## src/rtl/bus_grant_seq_pkg.sv

```systemverilog
// Shared definitions for the KS10 backplane bus grant sequencer:
// master index constants, FSM state encodings and the default timeout.
package bus_grant_seq_pkg;

  // Grant vector positions / master indices, highest priority first
  localparam int GNT_CSL  = 0;
  localparam int GNT_UBA0 = 1;
  localparam int GNT_UBA1 = 2;
  localparam int GNT_UBA2 = 3;
  localparam int GNT_UBA3 = 4;
  localparam int GNT_CPU  = 5;
  localparam int NMST     = 6;

  // Default number of cycles a grant may wait for busACKI
  localparam int TMOCNT_DEF = 127;

  typedef enum logic [1:0] {
    IDLE  = 2'b00,
    GRANT = 2'b01,
    DONE  = 2'b10
  } state_t;

endpackage

```

## src/rtl/bus_grant_seq_prienc.sv

```systemverilog
// Combinational fixed-priority encoder over the six bus masters.
// Index 0 (console) wins over everything, index 5 (CPU) loses to all.
module bus_grant_seq_prienc
  import bus_grant_seq_pkg::*;
(
  input  logic [0:NMST-1] reqVec,
  output logic [0:NMST-1] oneHot,
  output logic [2:0]      idx,
  output logic            anyReq
);

  // Scan from lowest to highest priority so the last hit is the winner
  always_comb begin
    oneHot = '0;
    idx    = '0;
    anyReq = 1'b0;
    for (int i = NMST - 1; i >= 0; i--) begin
      if (reqVec[i]) begin
        idx    = 3'(i);
        anyReq = 1'b1;
      end
    end
    if (anyReq) begin
      oneHot[idx] = 1'b1;
    end
  end

endmodule

```

## src/rtl/bus_grant_seq.sv

```systemverilog
// Registered bus grant sequencer for the KS10 backplane.
// Handshake: a master holds its REQ high until it sees its grant and then
// until busACKI (or tmoO, the substitute ack) arrives; dropping REQ while
// granted is an abort. A grant is held from acceptance until ack, abort or
// watchdog expiry, followed by one dead turnaround cycle.
module bus_grant_seq
  import bus_grant_seq_pkg::*;
#(
  parameter int TMOCNT = TMOCNT_DEF,
  parameter int TW     = 10
) (
  input  logic        clk,
  input  logic        rst,
  input  logic        cslREQI,
  input  logic [0:3]  ubaREQI,
  input  logic        cpuREQI,
  input  logic        busACKI,
  input  logic [0:35] arbADDRI,
  output logic [0:5]  grantO,
  output logic        busyO,
  output logic        tmoO,
  output logic [0:35] nxmADDRO,
  output logic [0:2]  nxmDEVO,
  output logic [1:0]  dbgStateO
);

  state_t          state;
  logic [TW-1:0]   timer;
  logic [2:0]      gntIdx;
  logic [0:NMST-1] reqVec;
  logic [0:NMST-1] pickOneHot;
  logic [2:0]      pickIdx;
  logic            anyReq;
  logic            reqHeld;
  logic            timeout;

  assign reqVec    = {cslREQI, ubaREQI, cpuREQI};
  assign reqHeld   = reqVec[gntIdx];
  assign timeout   = (timer == TW'(TMOCNT - 1));
  assign dbgStateO = state;

  bus_grant_seq_prienc u_prienc (
    .reqVec (reqVec),
    .oneHot (pickOneHot),
    .idx    (pickIdx),
    .anyReq (anyReq)
  );

  // Grant FSM with watchdog timer and non-existent device capture
  always_ff @(posedge clk or posedge rst) begin
    if (rst) begin
      state    <= IDLE;
      grantO   <= '0;
      busyO    <= 1'b0;
      tmoO     <= 1'b0;
      nxmADDRO <= '0;
      nxmDEVO  <= '0;
      timer    <= '0;
      gntIdx   <= '0;
    end else begin
      tmoO <= 1'b0;
      case (state)
        IDLE: begin
          if (anyReq) begin
            grantO <= pickOneHot;
            gntIdx <= pickIdx;
            busyO  <= 1'b1;
            timer  <= '0;
            state  <= GRANT;
          end
        end
        GRANT: begin
          // Saturate rather than wrap so a stuck grant cannot re-arm
          if (timer != {TW{1'b1}}) begin
            timer <= timer + 1'b1;
          end
          if (busACKI || !reqHeld || timeout) begin
            grantO <= '0;
            busyO  <= 1'b0;
            state  <= DONE;
          end
          // Ack and abort both take precedence over the watchdog
          if (!busACKI && reqHeld && timeout) begin
            tmoO     <= 1'b1;
            nxmADDRO <= arbADDRI;
            nxmDEVO  <= gntIdx;
          end
        end
        DONE: begin
          state <= IDLE;
        end
        default: begin
          grantO <= '0;
          busyO  <= 1'b0;
          state  <= IDLE;
        end
      endcase
    end
  end

endmodule

```

## config.mk

```make
export PLATFORM = sky130hd
export DESIGN_NAME = bus_grant_seq
export DESIGN_NICKNAME = d
export VERILOG_FILES = /design/src/rtl/bus_grant_seq_pkg.sv /design/src/rtl/bus_grant_seq_prienc.sv /design/src/rtl/bus_grant_seq.sv
export SDC_FILE = /design/constraint.sdc
export NUM_CORES = 1
export LEC_CHECK = 0
export ABC_CLOCK_PERIOD_IN_PS = 3200
export CELL_PAD_IN_SITES_DETAIL_PLACEMENT = 0
export CELL_PAD_IN_SITES_GLOBAL_PLACEMENT = 1
export CORE_ASPECT_RATIO = 1.4
export CORE_MARGIN = 2
export CORE_UTILIZATION = 30
export DETAILED_ROUTE_END_ITERATION = 10
export GPL_ROUTABILITY_DRIVEN = 0
export GPL_TIMING_DRIVEN = 0
export PLACE_DENSITY_LB_ADDON = 0.25
export SETUP_SLACK_MARGIN = 0.4
export SLEW_MARGIN = 30
export SYNTH_ARGS = -nofsm -noshare
export SYNTH_HDL_FRONTEND = slang
export SYNTH_HIERARCHICAL = 1
export SYNTH_SLANG_ARGS = --single-unit
export TNS_END_PERCENT = 1
```

## constraint.sdc

```tcl
create_clock -name clk -period 3.2 [get_ports clk]
set_input_delay 0.8 -clock clk [delete_from_list [all_inputs] [get_ports clk]]
set_output_delay 0.8 -clock clk [all_outputs]
set_load 0.01 [all_outputs]
```

==> Yosys cells after proc, flatten, opt, wreduce, memory -nomap -nowiden <==
Cells that the tools add are included.
{ "totals": {"register_bits": 62, "latch_bits": 0, "ramBits": 0, "mem_bits_ro": 0, "inputBits": 45, "out_inout_bits": 49, "elab_cells": 67, "memories": 0} }
{ "classes": {"n_addsub": 1, "n_mul": 0, "div_mod_pow": 0, "order_cmp": 3, "eq_ne": 7, "shifts": 0, "mux": 31, "bitwise_logic": 3, "n_reduce_logical": 14} }
{ "op_table": {"columns": ["cell", "n"], "rows": [
  ["10-bit 2-to-1 mux", 2],
  ["10-bit case mux with 2 select lines", 1],
  ["3-bit 2-to-1 mux", 6],
  ["6-bit case mux with 3 select lines", 1],
  ["1-bit 2-to-1 mux", 13],
  ["6-bit 2-to-1 mux", 2],
  ["10-bit by 1-bit adder with 10-bit output (second input constant)", 1],
  ["10-bit by 7-bit equality test with 1-bit output (second input constant)", 1],
  ["10-bit inequality test (second input constant)", 1],
  ["4-bit >= comparator (second input constant)", 2],
  ["3-bit NOT with 4-bit output", 2],
  ["2-bit inequality test (second input constant)", 3],
  ["2-bit AND reduction", 3],
  ["3-bit AND reduction", 2],
  ["4-bit by 1-bit < comparator with 1-bit output (second input constant)", 1],
  ["2-bit 2-to-1 mux", 2],
  ["2-bit case mux with 2 select lines", 1],
  ["1-bit binary-select mux with 3-bit select", 1],
  ["1-bit demux with 3-bit select", 1],
  ["1-bit logical AND", 3],
  ["1-bit case mux with 3 select lines", 1],
  ["2-bit by 1-bit equality test with 1-bit output (second input constant)", 1],
  ["2-bit equality test (second input constant)", 1],
  ["1-bit zero test", 2],
  ["4 further kinds", 5]
]} }

==> Longest topological paths before layout <==
{ "logic_depth": {"ltp_word": 13, "ltp_mapped": 7} }

==> Modules after synthesis <==
The synthesis kept the hierarchy.
{ "modules_own_cells": {"columns": ["mod", "instances", "cells_each", "area_each_um2", "seq_area_each_um2"], "rows": [
  ["bus_grant_seq", 1, 199, 2615.0, 1551.5],
  ["bus_grant_seq_prienc", 1, 17, 96.3, 0.0]
]} }

==> Least setup slack after synthesis <==
Ideal clock, no wire load.
{ "synth_timing": {"path_kind": "input to register", "start": "input ubaREQI[2] in the netlist's numbering", "end": "register nxmADDRO[34] in the netlist's numbering", "t_arrival_ps": 2161, "setup_slack_ps": 911, "path_stages": 5, "n_path_buf": 1, "cell_sequence": "mux2_2 > a222oi_1 > nor3_4 > buf_6 > mux2_1"} }
{ "synth_via": {"elab_chain_len": 6} }
{ "synth_rtl": {"columns": ["element", "line_no", "text"], "rows": [
  ["from (decl)", "bus_grant_seq.sv:15", "input logic [0:3] ubaREQI,"],
  ["1-bit binary-select mux with 3-bit select", "bus_grant_seq.sv:38", "assign reqHeld = reqVec[gntIdx];"],
  ["1-bit 2-to-1 mux (implied by the code) (2 in series)", "bus_grant_seq.sv:38", null],
  ["1-bit logical AND (2 in series)", "bus_grant_seq.sv:83", "if (!busACKI && reqHeld && timeout) begin"],
  ["2-bit AND reduction (no line)", null, null],
  ["to (signal assigned)", "bus_grant_seq.sv:85", "nxmADDRO <= arbADDRI;"],
  ["to (decl)", "bus_grant_seq.sv:22", "output logic [0:35] nxmADDRO,"]
]} }
Every way passes these cells. The select of a mux whose other input is x is not followed.
A chain may end at the register's enable or synchronous reset.

==> Worst setup path after layout <==
{ "layout_timing": {"start": "input ubaREQI[0] in the netlist's numbering", "end": "register nxmADDRO[34] in the netlist's numbering"} }
Same word-level chain as after synthesis.

==> results.sh <==
export IMPL_outcome="completed"
export IMPL_synth_common_cells="dfrtp_1, mux2_2, nand2_1"
export IMPL_stdcell_area_um2=4100
export IMPL_ys_seq_elements=62
export IMPL_fp_coreArea_um2=8930
export IMPL_vias=2103
export IMPL_drc=0
export IMPL_muxShareOfSynthArea=0.170
export IMPL_synthTopCellsByArea="dfrtp_1, mux2_2, nand2_1, mux2_1, a22o_1"
export IMPL_synth_fa_ha_area_frac=0.00923
export IMPL_die_area_um2=9820
export IMPL_layout_drive_gt1_share=0.193
export IMPL_setup_worst_path_class="primary input to register"
export IMPL_place_area_um2=3800
export IMPL_ios=94
export IMPL_setup_tns_ns=0
export IMPL_cts_tree="yes"
export IMPL_nets=368
export IMPL_io_buffer_count=93
export IMPL_syn_area_um2=2710
export IMPL_p_leak_nw=1.84
export IMPL_critPathCapture="nxmADDRO[34]$_DFFE_PP0P_"
export IMPL_async_flop_share=1.00
export IMPL_power_mw=2.28
export IMPL_num_rows=41
export IMPL_rrSetupSlack_ns=0.77
export IMPL_wirelength_um=6490
export IMPL_ys_seq_area_frac=0.572
export IMPL_yosysMostFrequentCell="dfrtp_1"
export IMPL_area_delta_synth_final_pct=51.1
export IMPL_numCtsBuffers=9
export IMPL_startpoint="ubaREQI[0]"
export IMPL_drtIter0Drc=87
export IMPL_yosysTopAreaCellShare=0.572
export IMPL_p_per_area_nw_per_um2=556
export IMPL_grt_pass1_vias=2079
export IMPL_synth_edf_count=0
export IMPL_syn_avg_cell_area_um2=12.6
export IMPL_post_route_util=0.459
export IMPL_cts_buffer_depth=2
export IMPL_yosysWarnings=6
export IMPL_finalMaxSlewViolations=0
export IMPL_place_ws_ns=0.00515
export IMPL_wl_per_cell_um=15.0
export IMPL_fin_crit_sh=0.841
export IMPL_rr_endpoint="nxmADDRO[16]$_DFFE_PP0P_"
export IMPL_max_vdd_ir_drop_v=0.000286
export IMPL_clk_pin_slew_ns=0.05
export IMPL_critical_path_required_ns=3.41
export IMPL_rsz0062_at_grt="true"
export IMPL_clock_sinks=62
export IMPL_initial_core_util=0.304
export IMPL_synth_simple_area_share=0.132
export IMPL_synth_fp_nets=263
export IMPL_synth_ff_type="dfrtp_1"
export IMPL_cp_end_kind="register"
export IMPL_hold_viol=0
export IMPL_max_freq_mhz=372
export IMPL_tightest_slew_ns=0.883
export IMPL_antennaDiodeCount=0
export IMPL_drt_pass1_iter_count=4
export IMPL_startpoint_type="primary input"
export IMPL_max_cap_violations=0
export IMPL_track_usage=0.139
export IMPL_worstPathArrival_ns=2.90
export IMPL_grt_pass1_wl_um=10500
export IMPL_grt_overflow_total=0
export IMPL_synth_top_family_by_area="multiplexers"
export IMPL_whs_ns=0.484
export IMPL_worstRegToRegCells=7
export IMPL_synth_compound_area_share=0.0789
export IMPL_fin_skew_ns=0.00866
export IMPL_synthCells=216
export IMPL_hold_path_class="register to register"
export IMPL_path_max_fanout=10
export IMPL_vias_per_cell=4.86
export IMPL_fin_crit_ns=2.69
export IMPL_placedCellCount=417
export IMPL_grt_max_degree=35
export IMPL_clock_latency_ns=0.33
export IMPL_synth_xor_area_share=0
export IMPL_max_slew_margin=0.406
export IMPL_cts_hold_buf=0
export IMPL_stdcell_count=433
export IMPL_detail_route_antenna_nets=0
export IMPL_synth_cell_type_count=38
export IMPL_die_y_um=116
export IMPL_antenna_found_initial=0
export IMPL_setup_slack_ns=0.509
export IMPL_finalSetupViolCount=0
export IMPL_dp_hpwl_um=4800
export IMPL_reg2reg_from="timer[0]$_DFFE_PP0P_"
export IMPL_die_x_um=84.3
export IMPL_yosys_area_top_type="dfrtp_1"
export IMPL_cts_max_level=3
export IMPL_cts_root_buf="clkbuf_16"
cells by family after synthesis:
logic type                 count (synthesis)
DFF                                       62
AOI/OAI and AO/OA                         32
adders and majority gates                  2
and+or+nand+nor                           62
muxes                                     41
buffers and inverters                     17
critical path, cell delays in order:
cell and delay (ns):
clkdlybuf4s50_1 0.54, mux2_2 0.34, a222oi_1 0.60, nor3_4 0.12, buf_6 0.18, mux2_1 0.31
where the power goes:
part | total, mW | switching (mW) | internal [mW] | leakage [nW]
clock network | 0.912 | 0.328 | 0.584 | 0.142
registers | 0.904 | 0.0607 | 0.844 | 0.850
logic | 0.460 | 0.249 | 0.211 | 0.848
metal layers:
| layer | share of wire | up-vias | global-route usage |
|---|---|---|---|
| met2 | 0.51 | 63 | 0.233 |
| met1 | 0.42 | 1035 | 0.166 |
| met3 | 0.053 | 8 | 0.0247 |
| met4 | 0.019 | 0 | 0.0889 |
| met5 | 0 | - | 0 |
| li1 | - | 997 | - |
cell type report:
type                            count  area (um^2)
Inverter                            8         32.5
Fill cell                         846         4830
Buffer                              9         72.6
Multi-Input combinational cell    137         1070
Timing Repair Buffer               94          951
Clock inverter                      3         17.5
Sequential cell                    62         1550
Tap cell                          107          134
Clock buffer                       13          270
cells in the final DEF, fill, tap and decap left out, drive strengths merged, types with 4 or more instances in the layout:
master / instances
clkdlybuf4s50: 93
or4: 4
a22o: 6
nand3: 4
buf: 5
inv: 8
a21oi: 8
nand4: 4
o21ai: 8
or3: 8
nand2: 16
clkbuf: 17
dfrtp: 62
mux2: 41
nor2: 8
worst min-delay path by stage:
stage / startpoint / endpoint / slack [ns] / depth (start not counted)
after CTS: nxmADDRO[19]$_DFFE_PP0P_ / nxmADDRO[19]$_DFFE_PP0P_ / 0.49 / 1
after global routing: nxmADDRO[35]$_DFFE_PP0P_ / nxmADDRO[35]$_DFFE_PP0P_ / 0.50 / 1
after floorplan: gntIdx[2]$_DFFE_PP0P_ / gntIdx[2]$_DFFE_PP0P_ / 0.50 / 2
final: nxmADDRO[18]$_DFFE_PP0P_ / nxmADDRO[18]$_DFFE_PP0P_ / 0.48 / 1
after global placement: nxmADDRO[35]$_DFFE_PP0P_ / nxmADDRO[35]$_DFFE_PP0P_ / 0.47 / 1
after detailed placement: nxmADDRO[19]$_DFFE_PP0P_ / nxmADDRO[19]$_DFFE_PP0P_ / 0.48 / 1
registers in the layout (all words and copies together), names as in the netlist:
signal,flops
dbgStateO,2
nxmDEVO,3
tmoO,1
nxmADDRO,36
grantO,6
gntIdx,3
timer,10
busyO,1
what timing repair did:
item	CTS	global route
endpoints found under the hold margin	0	0
setup endpoints to repair	4	22
resized for setup	1	3
gates cloned	0	0
setup buffers	0	0
No activity file was read; power rests on OpenSTA's default activity.
